[config.mk]
export PLATFORM = sky130hd
export DESIGN_NAME = pipe_hazard_unit_flat
export DESIGN_NICKNAME = d
export VERILOG_FILES = /design/src/rtl/pipe_hazard_unit_if.sv /design/src/rtl/pipe_hazard_unit.sv /design/src/flat_wrapper.sv
export SDC_FILE = /design/constraint.sdc
export NUM_CORES = 1
export LEC_CHECK = 0
export BUFFER_PORTS_ARGS = -buffer_cell sky130_fd_sc_hd__buf_2
export CORE_MARGIN = 2
export CORE_UTILIZATION = 45
export CTS_CLUSTER_SIZE = 10
export DETAILED_ROUTE_END_ITERATION = 8
export PLACE_DENSITY_LB_ADDON = 0.2
export SKIP_CTS_REPAIR_TIMING = 1
export SYNTH_ARGS = -nofsm -noshare
export SYNTH_HDL_FRONTEND = slang
export SYNTH_SLANG_ARGS = --single-unit
[constraint.sdc]
create_clock -name clock -period 3.9 [get_ports clock]
set_input_delay 0.78 -clock clock [delete_from_list [all_inputs] [get_ports clock]]
set_output_delay 0.78 -clock clock [all_outputs]
set_load 0.01 [all_outputs]
[src/rtl/pipe_hazard_unit_if.sv]
`default_nettype none
// ============================================================================
// Module   : pipe_hazard_unit_if
// Purpose  : Groups the signals between the ID-stage decode logic and the
//            pipeline hazard/forwarding controller.
//   master : datapath side. Drives the ID decode fields and receives the
//            pipeline controls.
//   slave  : hazard unit side.
//   Fields : id_valid, id_rs/id_rt, id_use_rs/id_use_rt, id_rd,
//            id_reg_write, id_mem_read, branch_taken
//            -> pc_load, ifid_ld, ifid_flush, idex_bubble,
//               forward_A/B, stall_cnt, flush_cnt, hazard_state
//   Macro  : HAZARD_BRANCH_ID_FWD_EN adds id_is_branch, fwd_id_A and
//            fwd_id_B for forwarding into the ID-stage branch comparator.
// Revision : 1.0 - initial release
// ============================================================================
interface pipe_hazard_unit_if #(
    parameter int REG_AW     = 5,
    parameter int FWD_STAGES = 2,
    parameter int CNT_W      = 16,
    parameter int SEL_W      = $clog2(FWD_STAGES + 1)
);
    logic              id_valid;
    logic [REG_AW-1:0] id_rs;
    logic [REG_AW-1:0] id_rt;
    logic              id_use_rs;
    logic              id_use_rt;
    logic [REG_AW-1:0] id_rd;
    logic              id_reg_write;
    logic              id_mem_read;
    logic              branch_taken;

    logic              pc_load;
    logic              ifid_ld;
    logic              ifid_flush;
    logic              idex_bubble;
    logic [SEL_W-1:0]  forward_A;
    logic [SEL_W-1:0]  forward_B;
    logic [CNT_W-1:0]  stall_cnt;
    logic [CNT_W-1:0]  flush_cnt;
    logic [1:0]        hazard_state;

`ifdef HAZARD_BRANCH_ID_FWD_EN
    logic              id_is_branch;
    logic [SEL_W-1:0]  fwd_id_A;
    logic [SEL_W-1:0]  fwd_id_B;

    modport master (
        output id_valid, id_rs, id_rt, id_use_rs, id_use_rt, id_rd,
               id_reg_write, id_mem_read, branch_taken, id_is_branch,
        input  pc_load, ifid_ld, ifid_flush, idex_bubble, forward_A,
               forward_B, stall_cnt, flush_cnt, hazard_state,
               fwd_id_A, fwd_id_B
    );

    modport slave (
        input  id_valid, id_rs, id_rt, id_use_rs, id_use_rt, id_rd,
               id_reg_write, id_mem_read, branch_taken, id_is_branch,
        output pc_load, ifid_ld, ifid_flush, idex_bubble, forward_A,
               forward_B, stall_cnt, flush_cnt, hazard_state,
               fwd_id_A, fwd_id_B
    );
`else
    modport master (
        output id_valid, id_rs, id_rt, id_use_rs, id_use_rt, id_rd,
               id_reg_write, id_mem_read, branch_taken,
        input  pc_load, ifid_ld, ifid_flush, idex_bubble, forward_A,
               forward_B, stall_cnt, flush_cnt, hazard_state
    );

    modport slave (
        input  id_valid, id_rs, id_rt, id_use_rs, id_use_rt, id_rd,
               id_reg_write, id_mem_read, branch_taken,
        output pc_load, ifid_ld, ifid_flush, idex_bubble, forward_A,
               forward_B, stall_cnt, flush_cnt, hazard_state
    );
`endif
endinterface
`default_nettype wire

[src/rtl/pipe_hazard_unit.sv]
`default_nettype none
// ============================================================================
// Module   : pipe_hazard_unit
// Purpose  : Hazard/forwarding controller for a pipelined MIPS datapath.
//            It keeps a shadow pipeline of in-flight destinations (slot 0 =
//            EX, slot k = k stages after EX). From that it drives the EX
//            forwarding selects, the load-use stall, the IF/ID flush and
//            saturating stall/flush counters.
// Ports    : clock        - rising-edge clock
//            reset        - asynchronous, active-low reset
//            hz (slave)   - ID decode fields in, pipeline controls out
//                           (see pipe_hazard_unit_if)
// Macro    : HAZARD_BRANCH_ID_FWD_EN - forwarding into the ID-stage branch
//            comparator (fwd_id_A/B), with stalls for branch operands that
//            are not ready yet.
// Revision : 1.0 - initial release
// ============================================================================
module pipe_hazard_unit #(
    parameter int REG_AW     = 5,
    parameter int FWD_STAGES = 2,
    parameter int LOAD_LAT   = 1,
    parameter int CNT_W      = 16,
    parameter int SEL_W      = $clog2(FWD_STAGES + 1)
) (
    input  logic              clock,
    input  logic              reset,
    pipe_hazard_unit_if.slave hz
);

    typedef enum logic [1:0] {
        ST_IDLE  = 2'd0,
        ST_STALL = 2'd1,
        ST_FLUSH = 2'd2
    } hz_state_t;

    localparam logic [CNT_W-1:0] c_cnt_max = '1;

    // Shadow pipeline: per-slot valid/write/load flags and destination.
    // Only slot 0 (EX) keeps its source fields, because it is the consumer
    // whose operands get forwarded.
    logic [FWD_STAGES:0] r_vld;
    logic [FWD_STAGES:0] r_wr;
    logic [FWD_STAGES:0] r_ld;
    logic [REG_AW-1:0]   r_rd [0:FWD_STAGES];
    logic [REG_AW-1:0]   r_rs;
    logic [REG_AW-1:0]   r_rt;
    logic                r_use_rs;
    logic                r_use_rt;

    logic [CNT_W-1:0]    r_stall_cnt;
    logic [CNT_W-1:0]    r_flush_cnt;
    hz_state_t           r_state;
    hz_state_t           w_state_nxt;

    logic                w_ld_hit_rs;
    logic                w_ld_hit_rt;
    logic                w_stall;
    logic                w_flush;
    logic [SEL_W-1:0]    w_fwd_a;
    logic [SEL_W-1:0]    w_fwd_b;

    // EX forwarding: the loop walks from the oldest slot to the youngest,
    // so the last match to be written is the youngest producer.
    always_comb begin
        w_fwd_a = '0;
        w_fwd_b = '0;
        for (int k = FWD_STAGES; k >= 1; k--) begin
            if (r_use_rs && (r_rs != '0) && r_vld[k] && r_wr[k] && (r_rd[k] == r_rs))
                w_fwd_a = SEL_W'(k);
            if (r_use_rt && (r_rt != '0) && r_vld[k] && r_wr[k] && (r_rd[k] == r_rt))
                w_fwd_b = SEL_W'(k);
        end
    end

    // Load-use detection. Only the youngest producer of each ID source
    // counts, so a newer ALU write to the same register hides an older
    // load. A producer at slot j is ready for a consumer entering EX next
    // cycle once j >= LOAD_LAT.
    always_comb begin
        w_ld_hit_rs = 1'b0;
        w_ld_hit_rt = 1'b0;
        for (int j = FWD_STAGES; j >= 0; j--) begin
            if (hz.id_use_rs && (hz.id_rs != '0) && r_vld[j] && r_wr[j] && (r_rd[j] == hz.id_rs))
                w_ld_hit_rs = r_ld[j] && (j < LOAD_LAT);
            if (hz.id_use_rt && (hz.id_rt != '0) && r_vld[j] && r_wr[j] && (r_rd[j] == hz.id_rt))
                w_ld_hit_rt = r_ld[j] && (j < LOAD_LAT);
        end
    end

`ifdef HAZARD_BRANCH_ID_FWD_EN
    logic             w_br_hz;
    logic [SEL_W-1:0] w_fwd_id_a;
    logic [SEL_W-1:0] w_fwd_id_b;

    // Branch operands are compared in ID. The comparator may take data
    // only from slots that already hold the result. A producer still in
    // EX, or a load whose data has not returned, has to be waited out.
    always_comb begin
        w_fwd_id_a = '0;
        w_fwd_id_b = '0;
        w_br_hz    = 1'b0;
        if (hz.id_use_rs && (hz.id_rs != '0) && r_vld[0] && r_wr[0] && (r_rd[0] == hz.id_rs))
            w_br_hz = 1'b1;
        if (hz.id_use_rt && (hz.id_rt != '0) && r_vld[0] && r_wr[0] && (r_rd[0] == hz.id_rt))
            w_br_hz = 1'b1;
        for (int k = FWD_STAGES; k >= 1; k--) begin
            if (hz.id_use_rs && (hz.id_rs != '0) && r_vld[k] && r_wr[k] && (r_rd[k] == hz.id_rs)) begin
                if (!r_ld[k] || (k >= 1 + LOAD_LAT))
                    w_fwd_id_a = SEL_W'(k);
                else
                    w_br_hz = 1'b1;
            end
            if (hz.id_use_rt && (hz.id_rt != '0) && r_vld[k] && r_wr[k] && (r_rd[k] == hz.id_rt)) begin
                if (!r_ld[k] || (k >= 1 + LOAD_LAT))
                    w_fwd_id_b = SEL_W'(k);
                else
                    w_br_hz = 1'b1;
            end
        end
    end

    assign w_stall     = hz.id_valid && (w_ld_hit_rs || w_ld_hit_rt || (hz.id_is_branch && w_br_hz));
    assign hz.fwd_id_A = w_fwd_id_a;
    assign hz.fwd_id_B = w_fwd_id_b;
`else
    assign w_stall     = hz.id_valid && (w_ld_hit_rs || w_ld_hit_rt);
`endif

    // A stall wins over a redirect. The branch stays in ID and is
    // evaluated again next cycle.
    assign w_flush        = hz.branch_taken && !w_stall;

    assign hz.pc_load     = !w_stall;
    assign hz.ifid_ld     = !w_stall;
    assign hz.idex_bubble = w_stall;
    assign hz.ifid_flush  = w_flush;
    assign hz.forward_A   = w_fwd_a;
    assign hz.forward_B   = w_fwd_b;
    assign hz.stall_cnt   = r_stall_cnt;
    assign hz.flush_cnt   = r_flush_cnt;
    assign hz.hazard_state = r_state;

    // Shadow pipeline advance. While stalled, a bubble enters EX.
    always_ff @(posedge clock or negedge reset) begin
        if (!reset) begin
            r_vld    <= '0;
            r_wr     <= '0;
            r_ld     <= '0;
            r_rs     <= '0;
            r_rt     <= '0;
            r_use_rs <= 1'b0;
            r_use_rt <= 1'b0;
            for (int k = 0; k <= FWD_STAGES; k++)
                r_rd[k] <= '0;
        end else begin
            for (int k = FWD_STAGES; k >= 1; k--) begin
                r_vld[k] <= r_vld[k-1];
                r_wr[k]  <= r_wr[k-1];
                r_ld[k]  <= r_ld[k-1];
                r_rd[k]  <= r_rd[k-1];
            end
            if (w_stall) begin
                r_vld[0] <= 1'b0;
                r_wr[0]  <= 1'b0;
                r_ld[0]  <= 1'b0;
                r_rd[0]  <= '0;
                r_rs     <= '0;
                r_rt     <= '0;
                r_use_rs <= 1'b0;
                r_use_rt <= 1'b0;
            end else begin
                r_vld[0] <= hz.id_valid;
                r_wr[0]  <= hz.id_reg_write;
                r_ld[0]  <= hz.id_mem_read;
                r_rd[0]  <= hz.id_rd;
                r_rs     <= hz.id_rs;
                r_rt     <= hz.id_rt;
                r_use_rs <= hz.id_use_rs;
                r_use_rt <= hz.id_use_rt;
            end
        end
    end

    // Saturating performance counters.
    always_ff @(posedge clock or negedge reset) begin
        if (!reset) begin
            r_stall_cnt <= '0;
            r_flush_cnt <= '0;
        end else begin
            if (w_stall && (r_stall_cnt != c_cnt_max))
                r_stall_cnt <= r_stall_cnt + CNT_W'(1);
            if (w_flush && (r_flush_cnt != c_cnt_max))
                r_flush_cnt <= r_flush_cnt + CNT_W'(1);
        end
    end

    // hazard_state records last cycle's outcome.
    always_ff @(posedge clock or negedge reset) begin
        if (!reset)
            r_state <= ST_IDLE;
        else
            r_state <= w_state_nxt;
    end

    always_comb begin
        w_state_nxt = ST_IDLE;
        if (w_stall)
            w_state_nxt = ST_STALL;
        else if (w_flush)
            w_state_nxt = ST_FLUSH;
    end

endmodule
`default_nettype wire

[src/flat_wrapper.sv]
// flat-port wrapper written by rule: the top's interface ports become plain ports
module pipe_hazard_unit_flat 
#(
    parameter int REG_AW     = 5,
    parameter int FWD_STAGES = 2,
    parameter int LOAD_LAT   = 1,
    parameter int CNT_W      = 16,
    parameter int SEL_W      = $clog2(FWD_STAGES + 1)
)
  (clock, reset, hz_id_valid, hz_id_rs, hz_id_rt, hz_id_use_rs, hz_id_use_rt, hz_id_rd, hz_id_reg_write, hz_id_mem_read, hz_branch_taken, hz_pc_load, hz_ifid_ld, hz_ifid_flush, hz_idex_bubble, hz_forward_A, hz_forward_B, hz_stall_cnt, hz_flush_cnt, hz_hazard_state);
  pipe_hazard_unit_if #(.REG_AW(REG_AW), .FWD_STAGES(FWD_STAGES), .CNT_W(CNT_W), .SEL_W(SEL_W)) hz_i ();
  input  logic clock;
  input  logic reset;
  input wire logic [$bits(hz_i.id_valid)-1:0] hz_id_valid;
  input wire logic [$bits(hz_i.id_rs)-1:0] hz_id_rs;
  input wire logic [$bits(hz_i.id_rt)-1:0] hz_id_rt;
  input wire logic [$bits(hz_i.id_use_rs)-1:0] hz_id_use_rs;
  input wire logic [$bits(hz_i.id_use_rt)-1:0] hz_id_use_rt;
  input wire logic [$bits(hz_i.id_rd)-1:0] hz_id_rd;
  input wire logic [$bits(hz_i.id_reg_write)-1:0] hz_id_reg_write;
  input wire logic [$bits(hz_i.id_mem_read)-1:0] hz_id_mem_read;
  input wire logic [$bits(hz_i.branch_taken)-1:0] hz_branch_taken;
  output wire logic [$bits(hz_i.pc_load)-1:0] hz_pc_load;
  output wire logic [$bits(hz_i.ifid_ld)-1:0] hz_ifid_ld;
  output wire logic [$bits(hz_i.ifid_flush)-1:0] hz_ifid_flush;
  output wire logic [$bits(hz_i.idex_bubble)-1:0] hz_idex_bubble;
  output wire logic [$bits(hz_i.forward_A)-1:0] hz_forward_A;
  output wire logic [$bits(hz_i.forward_B)-1:0] hz_forward_B;
  output wire logic [$bits(hz_i.stall_cnt)-1:0] hz_stall_cnt;
  output wire logic [$bits(hz_i.flush_cnt)-1:0] hz_flush_cnt;
  output wire logic [$bits(hz_i.hazard_state)-1:0] hz_hazard_state;
  assign hz_i.id_valid = hz_id_valid;
  assign hz_i.id_rs = hz_id_rs;
  assign hz_i.id_rt = hz_id_rt;
  assign hz_i.id_use_rs = hz_id_use_rs;
  assign hz_i.id_use_rt = hz_id_use_rt;
  assign hz_i.id_rd = hz_id_rd;
  assign hz_i.id_reg_write = hz_id_reg_write;
  assign hz_i.id_mem_read = hz_id_mem_read;
  assign hz_i.branch_taken = hz_branch_taken;
  assign hz_pc_load = hz_i.pc_load;
  assign hz_ifid_ld = hz_i.ifid_ld;
  assign hz_ifid_flush = hz_i.ifid_flush;
  assign hz_idex_bubble = hz_i.idex_bubble;
  assign hz_forward_A = hz_i.forward_A;
  assign hz_forward_B = hz_i.forward_B;
  assign hz_stall_cnt = hz_i.stall_cnt;
  assign hz_flush_cnt = hz_i.flush_cnt;
  assign hz_hazard_state = hz_i.hazard_state;
  pipe_hazard_unit #(.REG_AW(REG_AW), .FWD_STAGES(FWD_STAGES), .LOAD_LAT(LOAD_LAT), .CNT_W(CNT_W), .SEL_W(SEL_W)) u_core (.clock(clock), .reset(reset), .hz(hz_i));
endmodule
==> metrics.md, run 1 <==
| Metric | Value |
|---|---|
| Most area-hungry cell type in the Yosys netlist | `sky130_fd_sc_hd__dfrtp_1` |
| Die extent in y | `87.33 µm` |
| Number of fill cells | `624` |
| Register Area | `1702 µm²` |
| Start of the worst register-to-register path | `u_core.r_rd[11]` |
| Final setup viols | `0` |
| Number of DRC violations after detailed-routing iteration 0 | `135` |
| Starting density of the core | `0.4624` |
| Total negative slack | `0 ps` |
| Number of H-tree levels | `3` |
| Vias in the first global route | `2,224` |
| Worst voltage drop across the vdd grid | `0.2069 mV` |
| Sum of routed wire length over all layers | `6360 µm` |
| Startpoint Class | `input port` |
| Worst slew slack as a fraction of its limit | `0.4704` |
| Post-synthesis instance total | `279` |
| End point of the worst hold path | `u_core.r_vld[2]` |
| Boundary pin count | `65` |
| Vias per Instance | `5.209` |
| Number of synthesized flops with an enable pin | `0` |
| Most frequent cell after synthesis | `sky130_fd_sc_hd__dfrtp_1` |
| Final design instance area without fill | `3716 µm²` |
| R2r endpoint | `u_core.hz.stall_cnt[1]` |
| Layout Area Growth over Synthesis | `18.94%` |
| Clock buffers created by TritonCTS | `9` |
| Number of max-cap violations | `0` |
| Via total after detailed routing | `2,271` |
| Post-synth top cells | `sky130_fd_sc_hd__dfrtp_1 (68), sky130_fd_sc_hd__xor2_1 (35), sky130_fd_sc_hd__xnor2_1 (22)` |
| Critical path peak fanout | `3` |
| Unique masters post-synth | `37` |
| Number of register bits inferred by synthesis | `68` |
| Detailed-placement wirelength estimate | `4672 µm` |
| Post-DP Area | `3532 µm²` |
| HP Start | `u_core.r_vld[1]` |
| Final ANT Viol Nets | `0` |
| Sink count of the clock tree | `68` |
| DRC | `0` |
| Tightest Pin Transition | `794.4 ps` |
| Post-Syn Area | `3124 µm²` |
| Max-slew violations | `0` |
| Clock tree from TritonCTS | `built` |
| Routed wire per std cell | `14.59 µm` |
| 1st-pass router iterations | `4` |
| Largest net degree at the start of global routing | `37` |
| Avg Synthesized Cell Area | `11.20 µm²` |
| Antenna Diode Count | `0` |
| Worst Path Class, Setup | `in -> out` |
| Dominant synthesized flop cell | `sky130_fd_sc_hd__dfrtp_1` |
| Clock-pin slew of the registers on the worst-case setup and hold paths | `70 ps` |
| Number of antenna violations at the first check in global routing | `0` |
| Portion of synthesized cell area occupied by the leading cell type | `0.5447` |
| Global-route wire length before repair | `10,770 µm` |
| Root cell of the clock tree | `sky130_fd_sc_hd__clkbuf_8` |
| Leakage power total | `1.808 nW` |
| Sequential element share of the synthesized area | `0.5447` |
| Horizontal die dimension | `87.33 µm` |
| Worst R2R Setup Slack | `1750 ps` |
| Core footprint | `6756 µm²` |
| Power density relative to cell area | `425.4 nW/µm²` |
| Fin. Hold Viols | `0` |
| FF-to-FF path depth | `7` |
| Total track usage | `0.1829` |
| Maximum number of buffers from clock root to sink | `2` |
| Worst hold slack across all endpoints | `391.5 ps` |
| Clock Skews | `9.373 ps` |
| Hold/Removal Path Class | `reg -> reg` |
| Area of the multi-input gates | `1373 µm²` |
| Required @ worst endpoint | `3120 ps` |
| Final-stage net count | `376` |
| Outcome | `completed` |
| Final worst-path cycle share | `0.7192` |
| Post-Synthesis Net Count | `304` |
| Share of async-settable or async-resettable flops after synthesis | `1.000` |
| Site row count | `30` |
| Share of cells above drive strength 1 | `0.2528` |
| Final Wtd Congestion | `0.8288` |
| Shortest clock period the worst path allows after layout | `2805 ps` |
| Total number of yosys warnings | `0` |
| Overflow left after global routing | `0` |
| Data arrival time at the worst-slack endpoint | `2020 ps` |
| Clock network latency to the later pin of the worst-skew pair | `340 ps` |
| Synth area leaders | `sky130_fd_sc_hd__dfrtp_1 (54%), sky130_fd_sc_hd__xor2_1 (9.8%), sky130_fd_sc_hd__xnor2_1 (6.2%)` |
| Unrepaired setup endpoints after global routing | `no` |
| Total die area | `7626 µm²` |
| Port Buffer Count | `64` |
| Cell depth of the worst min-delay path | `0` |
| F_max | `0.3565 GHz` |
| Endpoint class of the critical path | `output port` |
stage by stage:
step | instances | power [mW] | util | setup WS [ps]
after floorplan | 279 | 0.9481 | - | 1156
after global placement | 420 | 1.043 | 0.5228 | 1115
after detailed placement | 420 | 1.046 | 0.5228 | 1090
after CTS | 436 | 1.593 | 0.5500 | 1091
after global routing | 436 | 1.664 | 0.5500 | 944.6
final | 436 | 1.581 | 0.5500 | 1095
registers in the layout (all words and copies together) (netlist names):
signal / cells
u_core.hz.flush_cnt: 16
u_core.hz.stall_cnt: 16
u_core.r_rd: 15
u_core.r_rs: 5
u_core.r_rt: 5
u_core.r_vld: 3
u_core.r_wr: 3
u_core.hz.hazard_state: 2
u_core.r_ld: 1
u_core.r_use_rs: 1
u_core.r_use_rt: 1
where the power goes:
part / total (mW) / switching [mW] / internal (mW)
sequential: 0.826 / 0.0662 / 0.760
clock: 0.549 / 0.256 / 0.292
combinational: 0.206 / 0.111 / 0.0948
critical path: stages:
cell	delay (ps)
sky130_fd_sc_hd__buf_2	110
sky130_fd_sc_hd__or2_0	210
sky130_fd_sc_hd__o21ai_1	200
sky130_fd_sc_hd__nand4_1	150
sky130_fd_sc_hd__a21bo_1	230
sky130_fd_sc_hd__and2_1	190
sky130_fd_sc_hd__buf_2	140
final cells by class:
cell class / count / share of cell area
Multi-Input combinational cell: 201 / 0.3694
Clock buffer: 11 / 0.03535
Timing Repair Buffer: 67 / 0.09226
Inverter: 4 / 0.004040
Tap cell: 80 / 0.02694
Clock inverter: 5 / 0.01414
Sequential cell: 68 / 0.4579
cells in the final DEF, fill, tap and decap left out, types with 2 or more instances in the layout:
cell                       count
sky130_fd_sc_hd__dfrtp_1      68
sky130_fd_sc_hd__buf_2        64
sky130_fd_sc_hd__xor2_1       35
sky130_fd_sc_hd__xnor2_1      22
sky130_fd_sc_hd__nand3_1      21
sky130_fd_sc_hd__and2_1       21
sky130_fd_sc_hd__nand2_1      19
sky130_fd_sc_hd__nor3_1       16
sky130_fd_sc_hd__nand4_1      12
sky130_fd_sc_hd__nor4_1       10
sky130_fd_sc_hd__clkbuf_8      9
sky130_fd_sc_hd__and4_1        6
sky130_fd_sc_hd__and3_1        6
sky130_fd_sc_hd__nor2_1        5
sky130_fd_sc_hd__inv_1         4
sky130_fd_sc_hd__or4_1         3
sky130_fd_sc_hd__clkinv_2      3
sky130_fd_sc_hd__buf_4         3
sky130_fd_sc_hd__o21ai_1       2
sky130_fd_sc_hd__nor3_4        2
sky130_fd_sc_hd__and2_2        2
sky130_fd_sc_hd__o21ai_0       2
sky130_fd_sc_hd__nor3b_1       2
sky130_fd_sc_hd__ha_1          2
sky130_fd_sc_hd__clkbuf_1      2
how the worst max path moves through the flow:
stage                    from         endpoint  slack (ps)  cells past startpoint
2_1_floorplan     hz_id_rs[4]    hz_ifid_flush        1160                      7
3_3_place_gp      hz_id_rs[3]    hz_ifid_flush        1110                      7
3_5_place_dp      hz_id_rs[3]    hz_ifid_flush        1090                      7
4_1_cts           hz_id_rs[4]    hz_ifid_flush        1090                      7
5_1_grt        u_core.r_rs[1]  hz_forward_A[1]         940                      5
6_report          hz_id_rs[4]    hz_ifid_flush        1100                      7
cell families (layout without fill, tap and decap cells):
kind of cell               after synthesis  after routing  synth area share
buffers and inverters                   10             87           0.01602
adders and majority gates                2              2          0.008008
and+or+nand+nor                        131            131            0.2443
DFF                                     68             68            0.5447
AOI/OAI and AO/OA                        9              9           0.01882
xor gates and xnor gates                57             57            0.1598
muxes                                    2              2          0.008408
per-layer routing:
layer / GRT usage / vias up / share of wire
met3: 0.05024 / 6 / 0.042
met4: 0.05175 / 0 / 0.011
met5: 0 / - / 0
met1: 0.2610 / 1108 / 0.49
li1: - / 1113 / -
met2: 0.2748 / 44 / 0.46
(Power assumes the default switching activity.)
==> run 2: changes to the inputs <==
==> constraint.sdc (replaced) <==
create_clock -name clock -period 2.3 [get_ports clock]
set_input_delay 0.46 -clock clock [delete_from_list [all_inputs] [get_ports clock]]
set_output_delay 0.46 -clock clock [all_outputs]
set_load 0.01 [all_outputs]
==> metrics.md, run 2 (same netlist as run 1, synthesis figures left out) <==
| Metric | Value |
|---|---|
| Outcome | `finished, violations left` |
| Violated checks | `negative setup slack` |
| DRC | `0` |
| Largest net degree at the start of global routing | `33` |
| Highest layer used for signal routing | `met4` |
| Routed metal-1 wire length | `3163 µm` |
| Worst voltage drop across the vdd grid | `0.3445 mV` |
| Unrepaired setup endpoints after global routing | `yes` |
| Overflow left after global routing | `0` |
| Maximum number of buffers from clock root to sink | `2` |
| Area of the multi-input gates | `1408 µm²` |
| Slowest cell on crit path | `sky130_fd_sc_hd__dfrtp_1` |
| Critical path peak fanout | `4` |
| Detail Route met3 WL | `270 µm` |
| Vias per Instance | `5.162` |
| Clock Skews | `11.31 ps` |
| Number of DRC violations after detailed-routing iteration 0 | `113` |
| Final-stage net count | `390` |
| Largest stage delay on the critical path | `420 ps` |
| Shortest clock period the worst path allows after layout | `2357 ps` |
| Worst R2R Setup Slack | `300 ps` |
| Sum of routed wire length over all layers | `6646 µm` |
| Hold/Removal Path Class | `in -> async` |
| Die extent in y | `87.33 µm` |
| Worst Path Class, Setup | `reg -> out` |
| Start of the worst register-to-register path | `u_core.r_rd[11]` |
| Final Wtd Congestion | `0.7963` |
| FF-to-FF path depth | `8` |
| Core footprint | `6756 µm²` |
| Commonest cells after routing, fill and taps aside | `sky130_fd_sc_hd__dfrtp_1 (67), sky130_fd_sc_hd__buf_2 (62), sky130_fd_sc_hd__xor2_1 (34), sky130_fd_sc_hd__xnor2_1 (22)` |
| Site row count | `30` |
| Total track usage | `0.1888` |
| Horizontal die dimension | `87.33 µm` |
| Detailed-placement wirelength estimate | `4920 µm` |
| Layout Area Growth over Synthesis | `26.39%` |
| Final worst-path cycle share | `1.025` |
| Tightest Pin Transition | `623.2 ps` |
| Clock network latency to the later pin of the worst-skew pair | `340 ps` |
| Fin. Hold Viols | `0` |
| Number of fill cells | `596` |
| Final ANT Viol Nets | `0` |
| Sink count of the clock tree | `68` |
| Clock tree from TritonCTS | `built` |
| Via total after detailed routing | `2,323` |
| Power density relative to cell area | `756.1 nW/µm²` |
| F_max | `0.4244 GHz` |
| Final setup viols | `1` |
| Number of H-tree levels | `3` |
| Worst slew slack as a fraction of its limit | `0.5846` |
| Clock buffers created by TritonCTS | `9` |
| Leakage power total | `1.926 nW` |
| Port Buffer Count | `64` |
| 1st-pass router iterations | `4` |
| Endpoint class of the critical path | `output port` |
| Length of routed met2 wiring | `3096 µm` |
| Most frequent standard cell in the layout excluding fill and tap cells | `sky130_fd_sc_hd__dfrtp_1` |
| Vias in the first global route | `2,272` |
| Worst-path cell chain | `xor2_1 > nor3_4 > nand4_1 > a21bo_2 > and2_4 > buf_6` |
| Max-slew violations | `0` |
| Antenna Diode Count | `0` |
| Post-route setup slack | `-56.52 ps` |
| Number of max-cap violations | `0` |
| Clock-pin slew of the registers on the worst-case setup and hold paths | `80 ps` |
| Root cell of the clock tree | `sky130_fd_sc_hd__clkbuf_8` |
| Worst slack at placement | `71.92 ps` |
| Boundary pin count | `65` |
| Design Power | `2.986 mW` |
| R2r endpoint | `u_core.hz.flush_cnt[4]` |
| Startpoint Class | `flip-flop` |
| Total die area | `7626 µm²` |
| Register Area | `1703 µm²` |
| Number of antenna violations at the first check in global routing | `0` |
| Global-route wire length before repair | `11,010 µm` |
| Starting density of the core | `0.4624` |
| Data arrival time at the worst-slack endpoint | `1900 ps` |
| Routed wire per std cell | `14.77 µm` |
| Share of cells above drive strength 1 | `0.3108` |
| Required @ worst endpoint | `1840 ps` |
[run 2: cell type report]
cell class | instances | area share
Multi-Input combinational cell | 201 | 0.3565
Inverter | 4 | 0.003802
Sequential cell | 68 | 0.4312
Timing Repair Buffer | 81 | 0.1198
Tap cell | 80 | 0.02535
Clock inverter | 4 | 0.02408
Clock buffer | 12 | 0.03929
[run 2: stage by stage]
| stage | cell area (µm²) | utilization | setup TNS (ps) | hold WS [ps] | instances |
|---|---|---|---|---|---|
| after floorplan | 3124 | - | 0 | 164.4 | 279 |
| after global placement | 3582 | 0.5302 | 0 | 373.1 | 425 |
| after detailed placement | 3582 | 0.5302 | 0 | 370.1 | 425 |
| after CTS | 3832 | 0.5672 | -421.8 | 135.0 | 441 |
| after global routing | 3949 | 0.5844 | -436.4 | 171.4 | 450 |
| final | 3949 | 0.5844 | -56.52 | 126.7 | 450 |
[run 2: worst max-delay path by stage]
stage / slack (ps) / depth (start not counted) / endpoint / startpoint
finish: -60 / 6 / hz_ifid_flush / u_core.r_rd[11]
global route: -190 / 6 / hz_ifid_flush / u_core.r_rd[10]
CTS: -150 / 5 / hz_forward_A[1] / u_core.r_rs[1]
detailed placement: 70 / 7 / u_core.hz.flush_cnt[10] / hz_id_rs[0]
global placement: 90 / 7 / u_core.hz.flush_cnt[10] / hz_id_rs[0]
floorplan: 200 / 7 / hz_ifid_flush / hz_id_rs[4]
[run 2: layer usage]
layer  vias to the layer above  GRT usage
met2                        46     0.2775
met3                        10    0.04550
met1                      1118     0.2673
li1                       1149          -
met4                         0    0.07832
met5                         -          0
[run 2: power breakdown]
group          internal, mW  switching (mW)  total, mW
registers              1.29           0.108       1.40
logic                 0.179           0.195      0.374
clock network         0.778           0.435       1.21
total                  2.25           0.739       2.99
[run 2: worst max-delay path, delay by kind of cell (launching register included)]
family / cells / cell delay (ps)
buffers and inverters: 1 / 110
and+or+nand+nor: 3 / 550
AOI/OAI and AO/OA: 1 / 280
xor gates and xnor gates: 1 / 200
DFF: 1 / 420
